--- config.mk ---
export PLATFORM = sky130hd
export DESIGN_NAME = ifetch_unit
export DESIGN_NICKNAME = d
export VERILOG_FILES = /design/src/rtl/ifetch_pkg.sv /design/src/rtl/pc_next_mux.sv /design/src/rtl/ifetch_unit.sv
export SDC_FILE = /design/constraint.sdc
export NUM_CORES = 1
export LEC_CHECK = 0
export CORE_UTILIZATION = 45
export DETAILED_ROUTE_END_ITERATION = 8
export GPL_TIMING_DRIVEN = 0
export HOLD_SLACK_MARGIN = 0.03
export PLACE_DENSITY = 0.79
export SLEW_MARGIN = 10
export SYNTH_ARGS = -nofsm -noshare
export SYNTH_HDL_FRONTEND = slang
export SYNTH_SLANG_ARGS = --single-unit
--- constraint.sdc ---
create_clock -name clk -period 2.83 [get_ports clk]
set_input_delay 0.566 -clock clk [delete_from_list [all_inputs] [get_ports clk]]
set_output_delay 0.566 -clock clk [all_outputs]
set_load 0.005 [all_outputs]
--- src/rtl/ifetch_pkg.sv ---
`default_nettype none
// ============================================================================
// Module   : ifetch_pkg
// Purpose  : Shared constants and types for the instruction-fetch stage:
//            the NOP word, the fetch FSM state encoding, the default reset
//            PC and exception vector, and a word-alignment helper.
// Revision : 1.0 - initial release
// ============================================================================
package ifetch_pkg;

  localparam logic [31:0] NOP_WORD           = 32'h0000_0000;
  localparam logic [31:0] DEFAULT_RESET_PC   = 32'h0000_0000;
  localparam logic [31:0] DEFAULT_EXC_VECTOR = 32'h0000_0080;

  typedef enum logic [1:0] {
    S_FETCH   = 2'd0,
    S_WAIT    = 2'd1,
    S_DISCARD = 2'd2
  } fetch_state_t;

  function automatic logic [31:0] word_align(input logic [31:0] addr);
    return addr & 32'hFFFF_FFFC;
  endfunction

endpackage
`default_nettype wire

--- src/rtl/pc_next_mux.sv ---
`default_nettype none
// ============================================================================
// Module   : pc_next_mux
// Purpose  : Priority select of the redirect target.
//            Priority: exc_req > jr_req > jump_req > branch_req.
// Ports    : exc_req/jr_req/jump_req/branch_req - redirect requests
//            jr_target/jump_target/branch_target - candidate targets
//            redirect - any request active
//            target   - selected target, word aligned
// Revision : 1.0 - initial release
// ============================================================================
module pc_next_mux
  import ifetch_pkg::*;
#(
  parameter logic [31:0] EXC_VECTOR = DEFAULT_EXC_VECTOR
) (
  input  logic        exc_req,
  input  logic        jr_req,
  input  logic [31:0] jr_target,
  input  logic        jump_req,
  input  logic [31:0] jump_target,
  input  logic        branch_req,
  input  logic [31:0] branch_target,
  output logic        redirect,
  output logic [31:0] target
);

  always_comb begin
    redirect = exc_req | jr_req | jump_req | branch_req;
    if (exc_req)       target = word_align(EXC_VECTOR);
    else if (jr_req)   target = word_align(jr_target);
    else if (jump_req) target = word_align(jump_target);
    else               target = word_align(branch_target);
  end

endmodule
`default_nettype wire

--- src/rtl/ifetch_unit.sv ---
`default_nettype none
// ============================================================================
// Module   : ifetch_unit
// Purpose  : IF stage of the 5-stage MIPS pipeline. Owns the PC, the
//            instruction-memory request handshake, the stall hold buffer
//            and the redirect/flush logic feeding the IF/ID register.
// Ports    : clk, reset (async, active-low)
//            datahazard - stall; PC and IF/ID hold
//            exc_req / jr_req / jump_req / branch_req + targets - redirects
//            imem_req, imem_addr, imem_ready, imem_rdata - memory handshake
//            instructionout, PCplusout, flush - to IF/ID
//            fetch_count, bubble_count - only with IFETCH_PERF_EN
// Config   : `define IFETCH_PERF_EN adds the fetch/bubble counters.
// Revision : 1.0 - initial release
// ============================================================================
module ifetch_unit
  import ifetch_pkg::*;
#(
  parameter logic [31:0] RESET_PC   = DEFAULT_RESET_PC,
  parameter logic [31:0] EXC_VECTOR = DEFAULT_EXC_VECTOR
) (
  input  logic        clk,
  input  logic        reset,
  input  logic        datahazard,
  input  logic        exc_req,
  input  logic        jr_req,
  input  logic [31:0] jr_target,
  input  logic        jump_req,
  input  logic [31:0] jump_target,
  input  logic        branch_req,
  input  logic [31:0] branch_target,
  output logic        imem_req,
  output logic [31:0] imem_addr,
  input  logic        imem_ready,
  input  logic [31:0] imem_rdata,
  output logic [31:0] instructionout,
  output logic [31:0] PCplusout,
  output logic        flush
`ifdef IFETCH_PERF_EN
  ,
  output logic [31:0] fetch_count,
  output logic [31:0] bubble_count
`endif
);

  fetch_state_t state;
  logic [31:0]  pc;
  logic [31:0]  req_addr;   // address of the request outstanding in S_WAIT/S_DISCARD
  logic         hold_valid;
  logic [31:0]  hold_instr;

  logic         redirect;
  logic [31:0]  target;
  logic         take;       // redirect actually acted upon (ignored during a stall)
  logic         deliver;    // a valid instruction is presented from memory this cycle
  logic         hold_release;
  logic         pc_adv;
  logic [31:0]  pc_plus4;

  pc_next_mux #(
    .EXC_VECTOR (EXC_VECTOR)
  ) u_pc_next_mux (
    .exc_req       (exc_req),
    .jr_req        (jr_req),
    .jr_target     (jr_target),
    .jump_req      (jump_req),
    .jump_target   (jump_target),
    .branch_req    (branch_req),
    .branch_target (branch_target),
    .redirect      (redirect),
    .target        (target)
  );

  assign take      = redirect & ~datahazard;
  assign flush     = redirect;
  assign pc_plus4  = pc + 32'd4;
  assign PCplusout = pc_plus4;

  // Outputs are gated by reset so an abandoned request drops immediately.
  always_comb begin
    imem_req       = 1'b0;
    imem_addr      = pc;
    instructionout = NOP_WORD;
    deliver        = 1'b0;
    if (reset) begin
      case (state)
        S_FETCH: begin
          if (take) begin
            instructionout = NOP_WORD;
          end else if (hold_valid) begin
            instructionout = hold_instr;
          end else begin
            imem_req = 1'b1;
            if (imem_ready) begin
              instructionout = imem_rdata;
              deliver        = 1'b1;
            end
          end
        end
        S_WAIT: begin
          imem_req  = 1'b1;
          imem_addr = req_addr;
          // A redirect arriving with the data wins; the data is dropped.
          if (imem_ready && !take) begin
            instructionout = imem_rdata;
            deliver        = 1'b1;
          end
        end
        S_DISCARD: begin
          imem_req  = 1'b1;
          imem_addr = req_addr;
        end
        default: begin
          imem_req = 1'b0;
        end
      endcase
    end
  end

  assign hold_release = (state == S_FETCH) && hold_valid && !take && !datahazard;
  assign pc_adv       = (deliver && !datahazard) || hold_release;

  always_ff @(posedge clk or negedge reset) begin
    if (!reset) begin
      pc         <= RESET_PC;
      state      <= S_FETCH;
      hold_valid <= 1'b0;
      hold_instr <= NOP_WORD;
      req_addr   <= RESET_PC;
    end else begin
      if (take) begin
        pc         <= target;
        hold_valid <= 1'b0;
      end else if (pc_adv) begin
        pc         <= pc_plus4;
        hold_valid <= 1'b0;
      end else if (deliver) begin
        // Delivered under a stall: keep it until the stall clears.
        hold_instr <= imem_rdata;
        hold_valid <= 1'b1;
      end

      case (state)
        S_FETCH: begin
          if (!take && !hold_valid && !imem_ready) begin
            state    <= S_WAIT;
            req_addr <= pc;
          end
        end
        S_WAIT: begin
          if (imem_ready)  state <= S_FETCH;
          else if (take)   state <= S_DISCARD;
        end
        S_DISCARD: begin
          if (imem_ready) state <= S_FETCH;
        end
        default: state <= S_FETCH;
      endcase
    end
  end

`ifdef IFETCH_PERF_EN
  logic bubble;
  assign bubble = take || (state == S_DISCARD) || ((state == S_WAIT) && !imem_ready);

  always_ff @(posedge clk or negedge reset) begin
    if (!reset) begin
      fetch_count  <= 32'd0;
      bubble_count <= 32'd0;
    end else begin
      if (pc_adv) fetch_count  <= fetch_count + 32'd1;
      if (bubble) bubble_count <= bubble_count + 32'd1;
    end
  end
`endif

endmodule
`default_nettype wire

=== Word-level counts from Yosys, hierarchy flattened ===
Cells that the tools add are included.

* RAM bits: 0
* Bits in latches: 0
* Memories kept: 0
* Flip-flop bits (word level): 99
* Bits in read-only memories: 0

* $add $sub $neg: 1
* Muxes and demuxes: 31
* Divide/modulo/power cells: 0
* Reduce and logical (&&, ||, !) cells: 19
* Multiply operators: 0
* Magnitude comparators: 0
* Bitwise gates (word level): 7
* Shift-type cells: 0
* Eq/ne operators: 5

{| class="wikitable"
|+ Operator list
! kind !! count
|-
| 32-bit 2-to-1 mux || 12
|-
| 32-bit case mux with 2 select lines || 1
|-
| 32-bit by 3-bit adder with 32-bit output, second input constant || 1
|-
| 1-bit 2-to-1 mux || 11
|-
| 2-bit 2-to-1 mux || 4
|-
| 1-bit logical AND || 7
|-
| 2-bit case mux with 3 select lines || 1
|-
| 3-bit AND reduction || 2
|-
| 1-bit zero test || 4
|-
| 1-bit case mux with 2 select lines || 2
|-
| 3-bit inequality test, second input constant || 1
|-
| 1-bit NOT || 3
|-
| 1-bit bitwise OR || 3
|-
| 3-bit nonzero test || 1
|-
| 2-bit by 1-bit equality test with 1-bit output, second input constant || 1
|-
| 2-bit equality test, second input constant || 1
|-
| 2-bit zero test || 1
|-
| 2-bit by 1-bit inequality test with 1-bit output, second input constant || 1
|-
| 2-bit inequality test, second input constant || 1
|-
| 2-bit AND reduction || 1
|-
| 2-bit nonzero test || 1
|-
| 2-bit OR reduction || 1
|-
| 1-bit AND || 1
|-
| 1-bit logical OR || 1
|}

=== Logic depth before layout (Yosys ltp) ===
* Word-level depth: 13
* Depth in mapped cells: 10
* Gate-level depth less buffers: 7

=== Hierarchy ===
Synthesis repeated with hierarchy kept, for this count alone.

* Cell total of the unflattened synthesis: 685
* Area, all modules: 6655.1 um^2

{| class="wikitable"
|+ Modules (own cells, without submodules)
! module !! area each (um^2) !! times used !! seq. area each (um^2) !! cells an instance
|-
| ifetch_unit || 5753.0 || 1 || 2477.4 || 576
|-
| pc_next_mux || 902.1 || 1 || 0.0 || 109
|}

=== Worst setup path before layout ===
No wires, ideal clock.

* Kind: input to output
* Start: input port jr_req
* End: output port instructionout[10]
* Data required time: 2.264 ns
* Path buffers: 4
* Arrival: 2.015 ns
* Stages: 10
* Path slack: 0.249 ns
* Path through: buf_6 > nor4_4 > inv_2 > nand2b_1 > buf_4 > and3_1 > clkbuf_1 > buf_2 > a22oi_1 > nor2_1

* Longest elaborated chain between the ends: 9
* Elaborated cells on any way between the ends: 10
* Those cells by class: mux: 4; bitwise: 4; reduce/logical: 2

{| class="wikitable"
|+ RTL lines
! what !! line !! source
|-
| from (decl) || ifetch_unit.sv:26 || <nowiki>input logic jr_req,</nowiki>
|-
| 1-bit bitwise OR (*) (3 in a row) || pc_next_mux.sv:29 || <nowiki>redirect = exc_req | jr_req | jump_req | branch_req;</nowiki>
|-
| via flush || ifetch_unit.sv:38 || <nowiki>output logic flush</nowiki>
|-
| 1-bit AND (*) || ifetch_unit.sv:74 || <nowiki>assign take = redirect & ~datahazard;</nowiki>
|-
| 1-bit zero test || ifetch_unit.sv:104 || <nowiki>if (imem_ready && !take) begin</nowiki>
|-
| 1-bit logical AND || ifetch_unit.sv:104 ||
|-
| 32-bit 2-to-1 mux || ifetch_unit.sv:104 ||
|-
| 32-bit case mux with 2 select lines (*) || ifetch_unit.sv:86 || <nowiki>case (state)</nowiki>
|-
| 32-bit 2-to-1 mux (*) || ifetch_unit.sv:85 || <nowiki>if (reset) begin</nowiki>
|-
| to (decl) || ifetch_unit.sv:36 || <nowiki>output logic [31:0] instructionout,</nowiki>
|}

The timed path passes the listed nets; every way through them passes the cells marked *.

=== Final worst setup path ===
* Start: register pc[2]
* End: output port PCplusout[22]

* Longest elaborated chain between the ends: 1

{| class="wikitable"
|+ RTL lines
! what !! line !! source
|-
| from (decl) || ifetch_unit.sv:47 || <nowiki>logic [31:0] pc;</nowiki>
|-
| from (signal assigned) || ifetch_unit.sv:132 || <nowiki>pc <= target;</nowiki>
|-
| from (signal assigned) || ifetch_unit.sv:135 || <nowiki>pc <= pc_plus4;</nowiki>
|-
| 32-bit by 3-bit adder with 32-bit output || ifetch_unit.sv:76 || <nowiki>assign pc_plus4 = pc + 32'd4;</nowiki>
|-
| to (decl) || ifetch_unit.sv:37 || <nowiki>output logic [31:0] PCplusout,</nowiki>
|}

Every way passes these cells.

==> summary.txt <==
run status = complete, but fails checks
violated checks = negative setup slack
DR iter-0 viols = 789
# clock sinks = 95
leak pwr = 4.52 nW
share of layout cells above drive strength 1 = 35.1%
instance area at placement = 8760 um2
cell taking the most area after synthesis = sky130_fd_sc_hd__dfrtp_1
total wirelength of the detailed-routed design = 25400 um
ANT nets after route = 0
number of vias per cell after detailed routing = 6.13
number of CTS-inserted buffers = 9
end of the worst register-to-register path = hold_instr[31]
Reg2Reg Depth = 9
deepest level of the CTS H-tree = 3
post-placement cell count = 1074
P&R area growth vs syn = 61.8%
Vert. Die Dim = 120 um
number of antenna repair diodes = 0
Max Buffers Root-to-Sink = 2
Tmin final = 2.93 ns
number of global-route vias before repair = 6898
vias after detailed routing = 7100
non-filler instance count after layout = 1159
Crit Path Class = reg -> out
Synth Cell Area = 6300 um2
highest clock frequency the design can meet = 341 MHz
R2R Path Start = state[0]
portion of the clock cycle consumed by the worst path in the final layout = 103%
CP Data Arrival Time = 2.36 ns
CTS root buf = sky130_fd_sc_hd__clkbuf_16
transition at the pin with the smallest max-transition slack = 0.827 ns
sequential-to-total area share from yosys stat = 37.7%
clock transition at the registers of the reported paths = 0.07 ns
total I/O pin count = 234
post-synthesis register bit count = 95
cell at the slowest stage of the critical path = sky130_fd_sc_hd__dfrtp_2
Layout Nets = 1119
chain of cells forming the critical path = ha_4, nand4_1, buf_4, or3_4, nor3_4, xnor2_1, buf_2
Synth Warn # = 0
global-route wire length before repair = 36600 um
number of antenna violations at the first check in global routing = 0
Design Area, Final = 10200 um2
first-pass detailed-route iteration total = 6
asr flop ratio synth = 100%
Max IR drop VDD = 0.425 mV
clock tree from TritonCTS = done
Setup violations, final = 5
Placement Rows = 42
main flop type after synthesis = sky130_fd_sc_hd__dfrtp_1
DP Wirelength = 15000 um
clock latency on the worst-skew pair = 0.36 ns
Crit path largest cell delay = 0.48 ns
gr usage total = 32.8%
worst setup margin = -0.0990 ns
IO buf count = 220
post-route clock skew = 0.0122 ns
tightest hold margin = 0.0563 ns
Req. time, crit path = 2.26 ns
final hold violation count = 0
post-synth top area share = 37.7%
count of flip-flops with a built-in enable after synthesis = 0
max_cap viols = 0
max_slew headroom = 44.9%
Congestion Overflow GR = 0
CP Launch Type = register
CP endpoint kind = primary output
kind of path behind the tightest hold check = in -> async
effective utilization at floorplan = 46.8%
placement-stage worst setup slack = -1.10 ns
power density relative to cell area = 649 nW/um2
Synth Instances = 674
leading cell types by total area after synthesis = sky130_fd_sc_hd__dfrtp_1 38%, sky130_fd_sc_hd__mux2_2 16%, sky130_fd_sc_hd__a22oi_1 5.0%
overall power = 0.00661 W
Die Wd = 120 um
DIE AREA = 14500 um2
DR DRC count = 0
Worst R2R Setup Slack = 0.10 ns
Netlist cell types = 58
average wire per standard cell = 22.0 um
unrepaired setup endpoints after global routing = yes
critical-path maximum fanout = 3
Final Slew Violations = 0
per-instance average area after synthesis = 9.35 um2
standard cell core area = 13500 um2
Final Wtd Congestion = 0.924
largest net degree at the start of global routing = 46
placed cells by master, fill, tap and decap left out, types with 5 or more instances in the layout:
master	n
sky130_fd_sc_hd__a21oi_1	15
sky130_fd_sc_hd__a22oi_1	19
sky130_fd_sc_hd__a22oi_2	23
sky130_fd_sc_hd__buf_2	23
sky130_fd_sc_hd__buf_4	73
sky130_fd_sc_hd__buf_6	15
sky130_fd_sc_hd__clkbuf_1	19
sky130_fd_sc_hd__clkbuf_16	14
sky130_fd_sc_hd__clkbuf_2	28
sky130_fd_sc_hd__clkdlybuf4s15_1	8
sky130_fd_sc_hd__clkdlybuf4s50_1	156
sky130_fd_sc_hd__dfrtp_1	86
sky130_fd_sc_hd__dfrtp_2	9
sky130_fd_sc_hd__dlygate4sd2_1	12
sky130_fd_sc_hd__dlymetal6s2s_1	7
sky130_fd_sc_hd__inv_1	10
sky130_fd_sc_hd__mux2_2	88
sky130_fd_sc_hd__mux2i_1	30
sky130_fd_sc_hd__nand2_1	56
sky130_fd_sc_hd__nand3_1	11
sky130_fd_sc_hd__nand4_1	6
sky130_fd_sc_hd__nor2_1	54
sky130_fd_sc_hd__nor2_4	5
sky130_fd_sc_hd__nor4_4	6
sky130_fd_sc_hd__o21ai_0	58
sky130_fd_sc_hd__o2bb2ai_1	5
sky130_fd_sc_hd__o311ai_0	7
sky130_fd_sc_hd__o31a_1	5
sky130_fd_sc_hd__xnor2_1	13
sky130_fd_sc_hd__xor2_1	11
report_power, final:
part	total, W	internal, W	leakage, nW	switching, W
combinational	0.00310	0.00174	3.22	0.00136
clock	0.00126	0.000686	0.138	0.000578
sequential	0.00224	0.00188	1.17	0.000369
synth_stat cells, drive strengths merged, types with 2 or more instances:
cell	instances
and2	3
clkbuf	39
or3	3
and3	3
nor3	6
and4	2
a221oi	3
o21ai	61
a41oi	3
nand3	17
nand2	60
mux2	88
a31oi	3
xnor2	15
dfrtp	95
o311ai	8
o22ai	4
nor2	63
a22o	2
xor2	13
nor4	7
inv	13
o31a	5
or4	3
nor3b	2
ha	5
buf	30
nor2b	2
a211oi	2
a21oi	16
nand4	9
mux2i	30
a22oi	42
o2bb2ai	5
worst max-delay path, delay by kind of cell, from the launching register on:
kind / cells / cell delay, ns
simple gates: 3 / 0.71
flops: 1 / 0.48
buf+inv: 2 / 0.39
xor+xnor: 1 / 0.24
fa+ha+maj: 1 / 0.19
layout make-up:
| type | count | area [um2] |
|---|---|---|
| Multi-Input combinational cell | 500 | 4030 |
| Buffer | 63 | 499 |
| Timing Repair Buffer | 296 | 2710 |
| Sequential cell | 95 | 2390 |
| Fill cell | 897 | 3260 |
| Tap cell | 176 | 220 |
| Inverter | 13 | 48.8 |
| Clock inverter | 7 | 71.3 |
| Clock buffer | 9 | 225 |
repair_timing:
item	in CTS	in global routing
pin swaps	28	28
resized for setup	241	90
gates cloned	4	1
endpoints found under the setup margin	85	82
buffers inserted	47	23
hold buffers	0	0
registers in the layout, summed over array words and instances, names as in the netlist:
name,flops
pc,30
req_addr,30
hold_valid,1
state,2
hold_instr,32
cell families after synthesis:
family                   Yosys count  share of synthesized area (%)
adder cells (fa/ha/maj)            5                          0.993
flip-flops                        95                           37.7
buffers and inverters             82                           5.78
AO/OA/AOI/OAI                    164                           17.1
AND/OR/NAND/NOR                  181                           14.0
multiplexers                     118                           20.5
other                              1                         0.0595
XOR/XNOR                          28                           3.89
layer usage:
metal	global-route usage (%)	wire, um	part of all wire [%]	up-vias
met5	0	0	0	-
met4	18.6	1750	6.9	0
met3	6.37	2380	9.4	167
met2	53.2	11900	47	495
met1	40.9	9440	37	3389
li1	-	-	-	3049
how the worst max path moves through the flow:
| stage | cells past startpoint | endpoint | slack, ns | startpoint |
|---|---|---|---|---|
| final | 7 | PCplusout[22] | -0.1 | pc[2] |
| after global routing | 9 | PCplusout[31] | -0.17 | pc[2] |
| after CTS | 9 | PCplusout[11] | -0.15 | pc[4] |
| after detailed placement | 8 | instructionout[23] | -1.10 | exc_req |
| after global placement | 5 | instructionout[27] | -4.19 | reset |
| after floorplan | 10 | instructionout[10] | 0.25 | jr_req |
through the flow:
stage	TNS (ns)	utilization [%]
floorplan	0	-
global placement	-713.69	64.9
global route	-0.878	75.8
finish	-0.264	75.8
CTS	-0.266	74.1
detailed placement	-50.34	65.1
(Power assumes the default switching activity.)
